`src/rtl/upsampling.sv`:
```
// ============================================================================
// upsampling : linear-interpolating 8-bit upsampler, 2^SHIFT outputs per input
// Revision   : 1.0  initial release
// ============================================================================
`default_nettype none

module upsampling #(
  parameter int SHIFT = 3
) (
  input  logic       iClk,
  input  logic       iRst,
  input  logic [7:0] iData,
  input  logic       iData_Valid,
  output logic [7:0] oData,
  output logic       oData_Valid,
  output logic       oBusy,
  output logic       oOverflow
);

  localparam int AW = 9 + SHIFT;
  localparam int KW = SHIFT + 1;
  localparam logic [KW-1:0] K_TAIL = KW'(1 << SHIFT);

  localparam logic [1:0] S_EMPTY = 2'd0;
  localparam logic [1:0] S_IDLE  = 2'd1;
  localparam logic [1:0] S_RUN   = 2'd2;

  logic [1:0]    state_q, state_d;
  logic [7:0]    prev_q, prev_d;
  logic [7:0]    tgt_q, tgt_d;
  logic [8:0]    delta_q, delta_d;
  logic [AW-1:0] acc_q, acc_d;
  logic [KW-1:0] k_q, k_d;
  logic          pend_full_q, pend_full_d;
  logic [7:0]    pend_q, pend_d;
  logic [7:0]    data_q, data_d;
  logic          valid_q, valid_d;
  logic          ovf_q, ovf_d;

  // k_q counts 1..F; k_q == F is the cycle showing the last output of a burst,
  // which is also where the next burst (pending or fresh) is launched.
  logic       run_tail;
  logic       start;
  logic [7:0] start_base;
  logic [7:0] start_new;
  logic [8:0] start_delta;

  always_comb begin
    run_tail    = (state_q == S_RUN) && (k_q == K_TAIL);
    start       = ((state_q == S_IDLE) && iData_Valid) ||
                  (run_tail && (pend_full_q || iData_Valid));
    start_base  = run_tail ? tgt_q : prev_q;
    start_new   = (run_tail && pend_full_q) ? pend_q : iData;
    start_delta = {1'b0, start_new} - {1'b0, start_base};
  end

  always_ff @(posedge iClk) begin
    if (iRst) begin
      state_q     <= S_EMPTY;
      prev_q      <= '0;
      tgt_q       <= '0;
      delta_q     <= '0;
      acc_q       <= '0;
      k_q         <= '0;
      pend_full_q <= 1'b0;
      pend_q      <= '0;
      data_q      <= '0;
      valid_q     <= 1'b0;
      ovf_q       <= 1'b0;
    end else begin
      state_q     <= state_d;
      prev_q      <= prev_d;
      tgt_q       <= tgt_d;
      delta_q     <= delta_d;
      acc_q       <= acc_d;
      k_q         <= k_d;
      pend_full_q <= pend_full_d;
      pend_q      <= pend_d;
      data_q      <= data_d;
      valid_q     <= valid_d;
      ovf_q       <= ovf_d;
    end
  end

  always_comb begin
    state_d = state_q;
    case (state_q)
      S_EMPTY: if (iData_Valid) state_d = S_IDLE;
      S_IDLE:  if (iData_Valid) state_d = S_RUN;
      S_RUN:   if (run_tail && !start) state_d = S_IDLE;
      default: state_d = S_EMPTY;
    endcase
  end

  always_comb begin
    prev_d      = prev_q;
    tgt_d       = tgt_q;
    delta_d     = delta_q;
    acc_d       = acc_q;
    k_d         = k_q;
    pend_full_d = pend_full_q;
    pend_d      = pend_q;
    data_d      = data_q;
    valid_d     = 1'b0;
    ovf_d       = ovf_q;

    if ((state_q == S_EMPTY) && iData_Valid) begin
      prev_d = iData;
    end

    // Output k=0 is the base itself, so the accumulator is preloaded one step on.
    if (start) begin
      prev_d  = start_base;
      tgt_d   = start_new;
      delta_d = start_delta;
      acc_d   = {1'b0, start_base, {SHIFT{1'b0}}} +
                {{SHIFT{start_delta[8]}}, start_delta};
      k_d     = KW'(1);
      data_d  = start_base;
      valid_d = 1'b1;
    end else if (run_tail) begin
      prev_d  = tgt_q;
    end else if (state_q == S_RUN) begin
      data_d  = acc_q[SHIFT +: 8];
      valid_d = 1'b1;
      acc_d   = acc_q + {{SHIFT{delta_q[8]}}, delta_q};
      k_d     = k_q + KW'(1);
    end

    if (state_q == S_RUN) begin
      if (run_tail) begin
        if (pend_full_q) begin
          pend_full_d = 1'b0;
          if (iData_Valid) ovf_d = 1'b1;
        end
      end else if (iData_Valid) begin
        if (!pend_full_q) begin
          pend_full_d = 1'b1;
          pend_d      = iData;
        end else begin
          ovf_d = 1'b1;
        end
      end
    end
  end

  // Sign bit and fraction bits of the accumulator never reach the output.
  logic unused_acc;
  assign unused_acc = ^{acc_q[AW-1], acc_q[SHIFT-1:0]};

  assign oData       = data_q;
  assign oData_Valid = valid_q;
  assign oBusy       = (state_q == S_RUN) | pend_full_q;
  assign oOverflow   = ovf_q;

endmodule

`default_nettype wire
```
`config.mk`:
```
export PLATFORM = sky130hd
export DESIGN_NAME = upsampling
export DESIGN_NICKNAME = d
export VERILOG_FILES = /design/src/rtl/upsampling.sv
export SDC_FILE = /design/constraint.sdc
export NUM_CORES = 1
export LEC_CHECK = 0
export CAP_MARGIN = 5
export CORE_UTILIZATION = 56
export CTS_CLUSTER_SIZE = 28
export DETAILED_ROUTE_END_ITERATION = 8
export PLACE_DENSITY = 0.76
export SYNTH_ARGS = -nofsm -noshare
export SYNTH_HDL_FRONTEND = slang
export SYNTH_SLANG_ARGS = --single-unit
```
`constraint.sdc`:
```
create_clock -name iClk -period 8.13 [get_ports iClk]
set_input_delay 2.0325 -clock iClk [delete_from_list [all_inputs] [get_ports iClk]]
set_output_delay 2.0325 -clock iClk [all_outputs]
set_load 0.005 [all_outputs]
```
Word-level counts from Yosys, hierarchy flattened. Index checks and enable logic that the tools add are counted.

Bits in registers: 62. Latch bits: 0. RAM bits: 0. ROM bits: 0. Input bits: 11. Output and inout port bits: 11. Memories kept: 0.

$add $sub $neg: 4. Multipliers: 0. Div/mod/pow operators: 0. Order comparisons: 0. Equal/unequal tests: 7. Shift operators: 0. Muxes and demuxes: 27. Bitwise gates (word level): 3. Reductions and logical operators: 20.

Operators by type and width (number): 8-bit two-way mux (8); 12-bit two-way mux (3); 11-bit by 12-bit adder with 12-bit output (1); 12-bit adder (1); 1-bit two-way mux (12); 8-bit by 8-bit subtractor with 9-bit output (1); 1-bit logical AND (6); 2-bit two-way mux (3); 2-bit one-hot mux with 3 select lines (1); 2-bit AND reduction (3); 3-bit AND reduction (2); 4-bit by 1-bit adder with 4-bit output, second input constant (1); 4-bit == test, second input constant (1); 2-bit by 1-bit != test with 1-bit output, second input constant (2); 2-bit != test, second input constant (2); 4-bit AND reduction (1); 2-bit nonzero test (2); 3-bit nonzero test (1); 2-bit by 1-bit == test with 1-bit output, second input constant (1); 2-bit == test, second input constant (1); 2-bit zero test (1); 1-bit logical OR (2); 1-bit NOT (2); 2-bit OR reduction (1); other kinds (2) (2).

Logic depth before layout (Yosys ltp). Gate-level depths: netlist of the first run.

Depth in word-level cells: 8. Depth in mapped cells: 24. Mapped depth without buffers: 22.

Worst setup path after synthesis of the first run. OpenSTA, ideal clock, no wires.

Kind: in2reg. Start point: input port iData[1]. End point: register acc_q[10]. Setup time: 0.117 ns. Arrival time: 4.935 ns. Required time: 8.013 ns. Path slack: 3.079 ns. Cell stages on the path: 16. Buffers on the path: 0. Cells stage by stage: mux2_2 -> ha_1 -> nand2_1 -> a211o_1 -> a211o_1 -> nand2_1 -> a21o_1 -> a21oi_1 -> xnor2_1 -> ha_1 -> o21ai_0 -> nand2b_1 -> a31oi_1 -> a31o_2 -> xnor2_1 -> a22o_1.

Word-level cells in the longest chain between the ends: 4.

RTL lines: start, declared (RTL line 12) `input logic [7:0] iData,`; 8-bit two-way mux (RTL line 53) `start_new = (run_tail && pend_full_q) ? pend_q : iData;`; 8-bit by 8-bit subtractor with 9-bit output (RTL line 54) `start_delta = {1'b0, start_new} - {1'b0, start_base};`; net start_delta[7] (RTL line 46) `logic [8:0] start_delta;`; 11-bit by 12-bit adder with 12-bit output (RTL line 116) `acc_d = {1'b0, start_base, {SHIFT{1'b0}}} +`; 12-bit two-way mux (RTL line 112) `if (start) begin`; end signal, assigned (RTL line 63) `acc_q <= '0;`; end signal, assigned (RTL line 75) `acc_q <= acc_d;`; end, declared (RTL line 32) `logic [AW-1:0] acc_q, acc_d;`.

The timed path passes the listed nets, and every way through them passes these cells. A chain may end at the register's enable or synchronous reset.

Worst setup path after layout of the first run.
Start point: input port iData[1]. End point: register acc_q[9].

Word-level cells in the longest chain between the ends: 4.

RTL lines: 8-bit two-way mux (RTL line 53); net start_new[1] (RTL line 45) `logic [7:0] start_new;`; 8-bit by 8-bit subtractor with 9-bit output (RTL line 54); net start_delta[7] (RTL line 46); 11-bit by 12-bit adder with 12-bit output (RTL line 116); 12-bit two-way mux (RTL line 112).

The timed path passes the listed nets, and every way through them passes these cells.

==> results of run 1 <==
[layout by cell type (no fill, tap or decap), types with 4 or more instances in the layout]
| cell type | instances |
|---|---|
| a211oi_1 | 10 |
| a21o_1 | 10 |
| a21oi_1 | 33 |
| a221oi_1 | 7 |
| a31oi_1 | 8 |
| and3_1 | 6 |
| clkbuf_8 | 12 |
| clkdlybuf4s50_1 | 20 |
| dfxtp_1 | 61 |
| ha_1 | 24 |
| inv_1 | 20 |
| mux2_2 | 5 |
| mux2i_1 | 23 |
| nand2_1 | 47 |
| nand2b_1 | 4 |
| nor2_1 | 71 |
| nor2b_1 | 4 |
| nor3_1 | 14 |
| nor4_1 | 6 |
| o21ai_0 | 11 |
| xnor2_1 | 20 |
| xor2_1 | 5 |
[worst paths after layout]
check	from	to	slack [ns]	cells after the start
min reg2reg	delta_q[4]	delta_q[4]	0.46	2
max reg2reg	k_q[0]	acc_q[9]	3.32	20
max	iData[1]	acc_q[9]	2.67	17
min	delta_q[4]	delta_q[4]	0.46	2
[synthesized netlist by cell type (5+ instances only)]
| cell | number | area, sq um |
|---|---|---|
| and3_1 | 6 | 37.5 |
| inv_1 | 20 | 75.1 |
| a211oi_1 | 10 | 75.1 |
| dfxtp_1 | 61 | 1220 |
| mux2_2 | 5 | 56.3 |
| nand2_1 | 47 | 176 |
| xor2_1 | 5 | 43.8 |
| o21ai_0 | 11 | 55.1 |
| ha_1 | 24 | 300 |
| a21oi_1 | 33 | 165 |
| mux2i_1 | 23 | 230 |
| xnor2_1 | 20 | 175 |
| a31oi_1 | 8 | 50.1 |
| clkbuf_1 | 15 | 56.3 |
| a21o_1 | 10 | 75.1 |
| a221oi_1 | 7 | 61.3 |
| nor4_1 | 6 | 37.5 |
| nor3_1 | 14 | 70.1 |
| nor2_1 | 71 | 267 |
[cell type report]
cell class	instances	area [sq um]
multi-input cells	368	2470
fillers	583	2210
flip-flops and latches	61	1220
repair buffers	24	228
clock buffers	13	169
well taps	77	96.3
inverters	20	75.1
clock inverters	1	30.0
[registers in the layout, indices dropped and copies added (netlist names)]
register     count
acc_q           11
delta_q          9
oData            8
pend_q           8
prev_q           8
tgt_q            8
k_q              4
state_q          2
oData_Valid      1
oOverflow        1
pend_full_q      1
[worst register-to-register path, stage by stage (launching register included)]
cell and delay [ns]:
dfxtp_1 0.40, inv_1 0.06, ha_1 0.22, and3b_1 0.34, nand2_4 0.29, mux2i_1 0.57
ha_1 0.27, inv_1 0.06, a211o_1 0.27, a211o_1 0.35, nand2_1 0.10, a21o_1 0.11
a21oi_1 0.10, xnor2_1 0.14, ha_1 0.34, o21ai_0 0.38, nor3b_1 0.13, o22ai_1 0.16
nand2_1 0.09, mux2i_1 0.13, o211a_1 0.21
[power breakdown]
part           internal (W)  switching, W
Clock              0.000164      0.000115
Combinational     0.0000886      0.000117
Sequential         0.000316     0.0000145
Total              0.000569      0.000246
[metal layers]
layer | wire length, um | part of all wire (%)
met1 | 4000 | 45
met2 | 4260 | 48
met3 | 369 | 4.2
met4 | 161 | 1.8
met5 | 0 | 0
[stage by stage]
| stage | utilization [%] | cells |
|---|---|---|
| finish | 66.0 | 564 |
| global route | 66.0 | 564 |
| CTS | 66.0 | 564 |
| detailed placement | 63.0 | 550 |
| global placement | 63.0 | 550 |
| floorplan | - | 471 |
[cells by family after synthesis]
| logic type | after synthesis | share of synthesized area, % |
|---|---|---|
| and+or+nand+nor | 178 | 21.8 |
| AOI/OAI and AO/OA | 109 | 19.2 |
| adders and majority gates | 28 | 9.59 |
| muxes | 28 | 7.42 |
| DFF | 61 | 31.6 |
| xor gates and xnor gates | 25 | 5.67 |
| buffers and inverters | 42 | 4.76 |
==> metrics.md, run 1 <==
| Metric | Value |
|---|---|
| Grt total ovfl | 0 |
| Post-CTS Hold Buffers | 0 |
| Worst setup margin | ~2.7 ns |
| Vias | 3,394 |
| Routed Antenna Nets | 0 |
| Post-CTS setup buffers | 0 |
| Power per cell area | 190 nW/um^2 |
| Worst-Skew Late Latency | 0.34 ns |
| RSZ-0062 raised after global routing | false |
| Fmax | 0.183 GHz |
| Final GP Congestion | between 0.8 and 0.9 |
| CTS sink cnt | 61 |
| IR drop worst, VDD | 110 uV |
| Setup Total Neg Slack | 0 ns |
| Nature of the critical path endpoint | register |
| GRT Resource Usage Total | a little over a quarter |
| Clock Skew | between 0.008 and 0.009 ns |
| Place WS | 2.35 ns |
| Post-route clock period utilization | about two thirds |
| WP buf/inv | 1 |
| Final nets | 522 |
| Core area | 6490 sq um |
| Number of placement rows | 29 |
| Initial antenna violation count | 0 |
| Synth warn | 0 |
| Worst-path clk slew | 0.07 ns |
| Ratio of cells with drive above 1 in the final layout | 6.98% |
| Register area share after synthesis | 31.6% |
| Final setup fails | 0 |
| Max-slew headroom | between 10% and 20% |
| CTS buffer count | 9 |
| Global-route wire length before repair | 15.1 mm |
| Mapped Nets | 509 |
| Buffers on Ports | 21 |
| H-tree depth | 3 |
| Worst-Margin Slew | between 1 and 1.5 ns |
| Max_cap viols | 0 |
| Critical Setup Path Class | input pin to register |
| Final HPWL from detailed placement | approximately 6.2 mm |
| Initial Utilization | about three fifths |
| Root buf cell | clkbuf_8 |
| Hold Fails Final Rpt | 0 |
| Register bit total from synthesis | 61 |
| Vias per cell | ~6.0 |
| Number of synthesized flops with an enable pin | 0 |
| Max Slew Vio Count | 0 |
| Synthesized netlist cell count | 471 |
| Largest net degree at the start of global routing | 64 |
| Die Wd | 85.0 um |
| Crit path max-delay family | compound AO/OA/AOI/OAI gates |
| WP data arrival | 5.69 ns |
| Global routing's busiest layer | met2 |
| CP peak stage delay | 0.43 ns |
| Placed Instance Area | 4090 sq um |
| Drt initial violations | around 180 |
| CP Cell Sequence | clkdlybuf4s50_1 > mux2_2 > ha_1 > nand2_1 > a211o_1 > a211o_1 > nand2_1 > a21o_1 > a21oi_1 > xnor2_1 > ha_1 > o21ai_0 > nor3b_1 > o22ai_1 > nand2_1 > mux2i_1 > o211a_1 |
| Vias in the first global route | 3,301 |
| WHS | between 0.4 and 0.5 ns |
| Ant. Diodes | 0 |
| Worst-case clock buffer depth | 2 |
| Async set-reset flop share out of synthesis | 0% |
| Post-Route WL | between 8 and 9 mm |
| I/O pin total | 22 |
| DR WL/cell | 15.6 um |
| Dominant synthesized flop cell | dfxtp_1 |
| Final instance area | 4290 sq um |
| Leakage | 1.85 nW |
| Total power | 0.000815 W |
| Distinct cells, synth | 65 |
| Crit path top cell by count | nand2_1 |
| Syn-to-layout area delta | 11.1% |
| Worst min path class | register to register |
| Die area | between 7000 and 8000 sq um |
| CP max FO | 5 |
| CTS tree | done |
| Met1 usage | 33.3% |
| Die Ht | between 80 and 90 um |
| Drt drc | 0 |
| Min Tclk post-route | around 5.5 ns |
| M2 GR Usage | between 40 and 50% |
| PostCTS Resize Cnt | 0 |
| CP required | 8.36 ns |
| Critical path's slowest cell | clkdlybuf4s50_1 |
| Syn avg cell area | 8.20 sq um |
| Critical Path Source Type | input pin |
| Netlist Area Pre-Place | about 3900 sq um |
| GR Util met3 | under 10% |
| Outcome | complete, no violations |
| DRT Pass-1 Iters | 5 |
Note: power is estimated with default switching activity, not from simulation.
==> run 2: changes to the inputs <==
--- a/config.mk
+++ b/config.mk
@@ -6,7 +6,7 @@
 export NUM_CORES = 1
 export LEC_CHECK = 0
 export CAP_MARGIN = 5
-export CORE_UTILIZATION = 56
+export CORE_UTILIZATION = 54
 export CTS_CLUSTER_SIZE = 28
 export DETAILED_ROUTE_END_ITERATION = 8
 export PLACE_DENSITY = 0.76
==> constraint.sdc (replaced) <==
create_clock -name iClk -period 4.9 [get_ports iClk]
set_input_delay 1.225 -clock iClk [delete_from_list [all_inputs] [get_ports iClk]]
set_output_delay 1.225 -clock iClk [all_outputs]
set_load 0.005 [all_outputs]
==> run 2 against run 1 <==
  * Combinational power rose by 68%
  * Register-to-register slack got worse by 2.8 ns
  * Sequential power grew 66%
  * Critical path depth unchanged
  * Global-route usage shrank 0.37 points
  * Non-clock buffer count rose by 7
  * Final cell count grew 5.0%
  * Setup slack got worse by 2.3 ns
  * Worst hold slack improved by 0.0023 ns
  * Via count is 0.38% higher
  * Count of clock-buffer cells in the layout decreased by 1
  * Largest power group unchanged
  * Highest routed layer unchanged
==> metrics.md, run 2 (synthesis results as in run 1) <==
| Metric | Value |
|---|---|
| Fmax | approximately 0.22 GHz |
| Vias in the first global route | 3,170 (was 3,301) |
| Hold path start | delta_q[6] (was delta_q[4]) |
| Die Ht | 86.6 um (was 85.0 um) |
| CTS tree | done (unchanged) |
| Post-CTS setup buffers | 0 (unchanged) |
| Number of placement rows | 30 (was 29) |
| Vias per cell | 5.76 (was 6.02) |
| Clock Skew | 0.00915 ns (was 0.00899 ns) |
| Final Core Density | 63.9% (was 66.0%) |
| FF-to-FF Start | k_q[0] (unchanged) |
| Setup Total Neg Slack | 0 ns (unchanged) |
| Worst-Margin Slew | 0.953 ns (was 1.20 ns) |
| Final HPWL from detailed placement | 6.19 mm (was 6.22 mm) |
| DRT Pass-1 Iters | 4 (was 5) |
| Drt drc | 0 (unchanged) |
| Worst-Skew Late Latency | 0.35 ns (was 0.34 ns) |
| Max Slew Vio Count | 0 (unchanged) |
| Hold Fails Final Rpt | 0 (unchanged) |
| IR drop worst, VDD | 252 uV (was 110 uV) |
| CP max FO | 4 (was 5) |
| WP data arrival | 4.81 ns (was 5.69 ns) |
| Max reg flops | 11 (unchanged) |
| H-tree depth | 3 (unchanged) |
| Power per cell area | 322 nW/um^2 (was 190 nW/um^2) |
| Final nets | 529 (was 522) |
| Worst-case clock buffer depth | 2 (unchanged) |
| Fin cells | 592 (was 564) |
| Final GP Congestion | 0.907 (was 0.892) |
| Final setup fails | 0 (unchanged) |
| CP required | 5.14 ns (was 8.36 ns) |
| CTS buffer count | 9 (unchanged) |
| Leakage | 1.90 nW (was 1.85 nW) |
| Critical Path Source Type | input pin (unchanged) |
| Routed Antenna Nets | 0 (unchanged) |
| Place WS | -0.00620 ns (was 2.35 ns) |
| Top flop regs | acc_q (11), delta_q (9) (unchanged) |
| Worst-path clk slew | 0.07 ns (about the same) |
| Max_cap viols | 0 (unchanged) |
| Drt initial violations | 206 (was 182) |
| Commonest non-fill, non-tap cell in the layout | nor2_1 (unchanged) |
| Commonest cells after routing, fill and taps aside | 71 x nor2_1, 61 x dfxtp_1, 47 x nand2_1 (unchanged) |
| Largest net degree at the start of global routing | 36 (was 64) |
| GRT Resource Usage Total | 25.9% (was 26.3%) |
| Syn-to-layout area delta | 13.7% (was 11.1%) |
| Min Tclk post-route | 4.56 ns |
| Total power | 0.00141 W (was 0.000815 W) |
| PostCTS Resize Cnt | 0 (unchanged) |
| Die area | 7490 sq um (was 7230 sq um) |
| Worst setup margin | 0.336 ns (was 2.67 ns) |
| Worst min path class | register to register (unchanged) |
| Root buf cell | clkbuf_8 (unchanged) |
| Grt total ovfl | 0 (unchanged) |
| Die Wd | 86.6 um (was 85.0 um) |
| Biggest register | acc_q (unchanged) |
| Post-Route WL | 8.67 mm (was 8.79 mm) |
| DP Cell Count | 576 (was 550) |
| Core area | 6870 sq um (was 6490 sq um) |
| CTS sink cnt | 61 (unchanged) |
| Vias | 3,407 (was 3,394) |
| DR WL/cell | 14.6 um (was 15.6 um) |
| Global-route wire length before repair | 15.0 mm (was 15.1 mm) |
| Worst setup path startpoint | iData[1] (unchanged) |
| Critical Setup Path Class | input pin to register (unchanged) |
| Initial Utilization | 56.2% (was 59.4%) |
| Ant. Diodes | 0 (unchanged) |
| I/O pin total | 22 (unchanged) |
| Post-CTS Hold Buffers | 0 (unchanged) |
| Buffers on Ports | 21 (unchanged) |
| Post-route clock period utilization | between 90% and 100% |
| Outcome | complete, no violations (unchanged) |
| Initial antenna violation count | 0 (unchanged) |
| Ratio of cells with drive above 1 in the final layout | 8.67% (was 6.98%) |
| RSZ-0062 raised after global routing | false (unchanged) |
| Nature of the critical path endpoint | register (unchanged) |
| Max-slew headroom | 36.3% (was 19.7%) |
## run 2: final cells by class
| type | count | area [sq um] |
|---|---|---|
| repair buffers | 31 | 280 |
| multi-input cells | 368 | 2470 |
| inverters | 20 | 75.1 |
| flip-flops and latches | 61 | 1220 |
| fillers | 604 | 2480 |
| clock inverters | 4 | 70.1 |
| well taps | 96 | 120 |
| clock buffers | 12 | 155 |
## run 2: final timing paths
path / depth (start not counted) / endpoint / slack, ns
max reg2reg: 20 / acc_q[10] / 0.53
max: 17 / acc_q[10] / 0.34
min: 2 / delta_q[6] / 0.46
min reg2reg: 2 / delta_q[6] / 0.46
## run 2: layer usage
metal	routed length [um]	up-vias	share of wire (%)	GRT usage (%)
met3	288	19	3.3	4.95
met4	216	0	2.5	11.8
met5	0	-	0	0
li1	-	1713	-	-
met1	4070	1618	47	32.6
met2	4090	57	47	43.1
## run 2: stage by stage
stage,cell area [sq um],hold slack (ns)
6_report,4390,0.461
5_1_grt,4390,0.497
4_1_cts,4390,0.464
3_5_place_dp,4170,0.456
3_3_place_gp,4170,0.451
2_1_floorplan,3860,0.436
## run 2: where the power goes
part           switching (W)  internal (W)  total (W)  leakage [nW]
combinational       0.000192      0.000152   0.000344          1.29
sequential         0.0000241      0.000525   0.000549         0.497
clock               0.000207      0.000313   0.000520         0.116
total               0.000423      0.000990    0.00141          1.90
## run 2: worst max-delay path, cell delays in order
cell and delay (ns):
clkdlybuf4s50_1 0.44, mux2_2 0.32, ha_1 0.28, nand2_1 0.06
a211o_1 0.30, a211o_1 0.34, nand2_1 0.10, a21o_1 0.11
a21oi_1 0.09, xnor2_1 0.14, ha_1 0.32, o21ai_0 0.37
nand2b_1 0.10, a31oi_1 0.17, a31o_2 0.13, xnor2_1 0.07
a22o_1 0.22
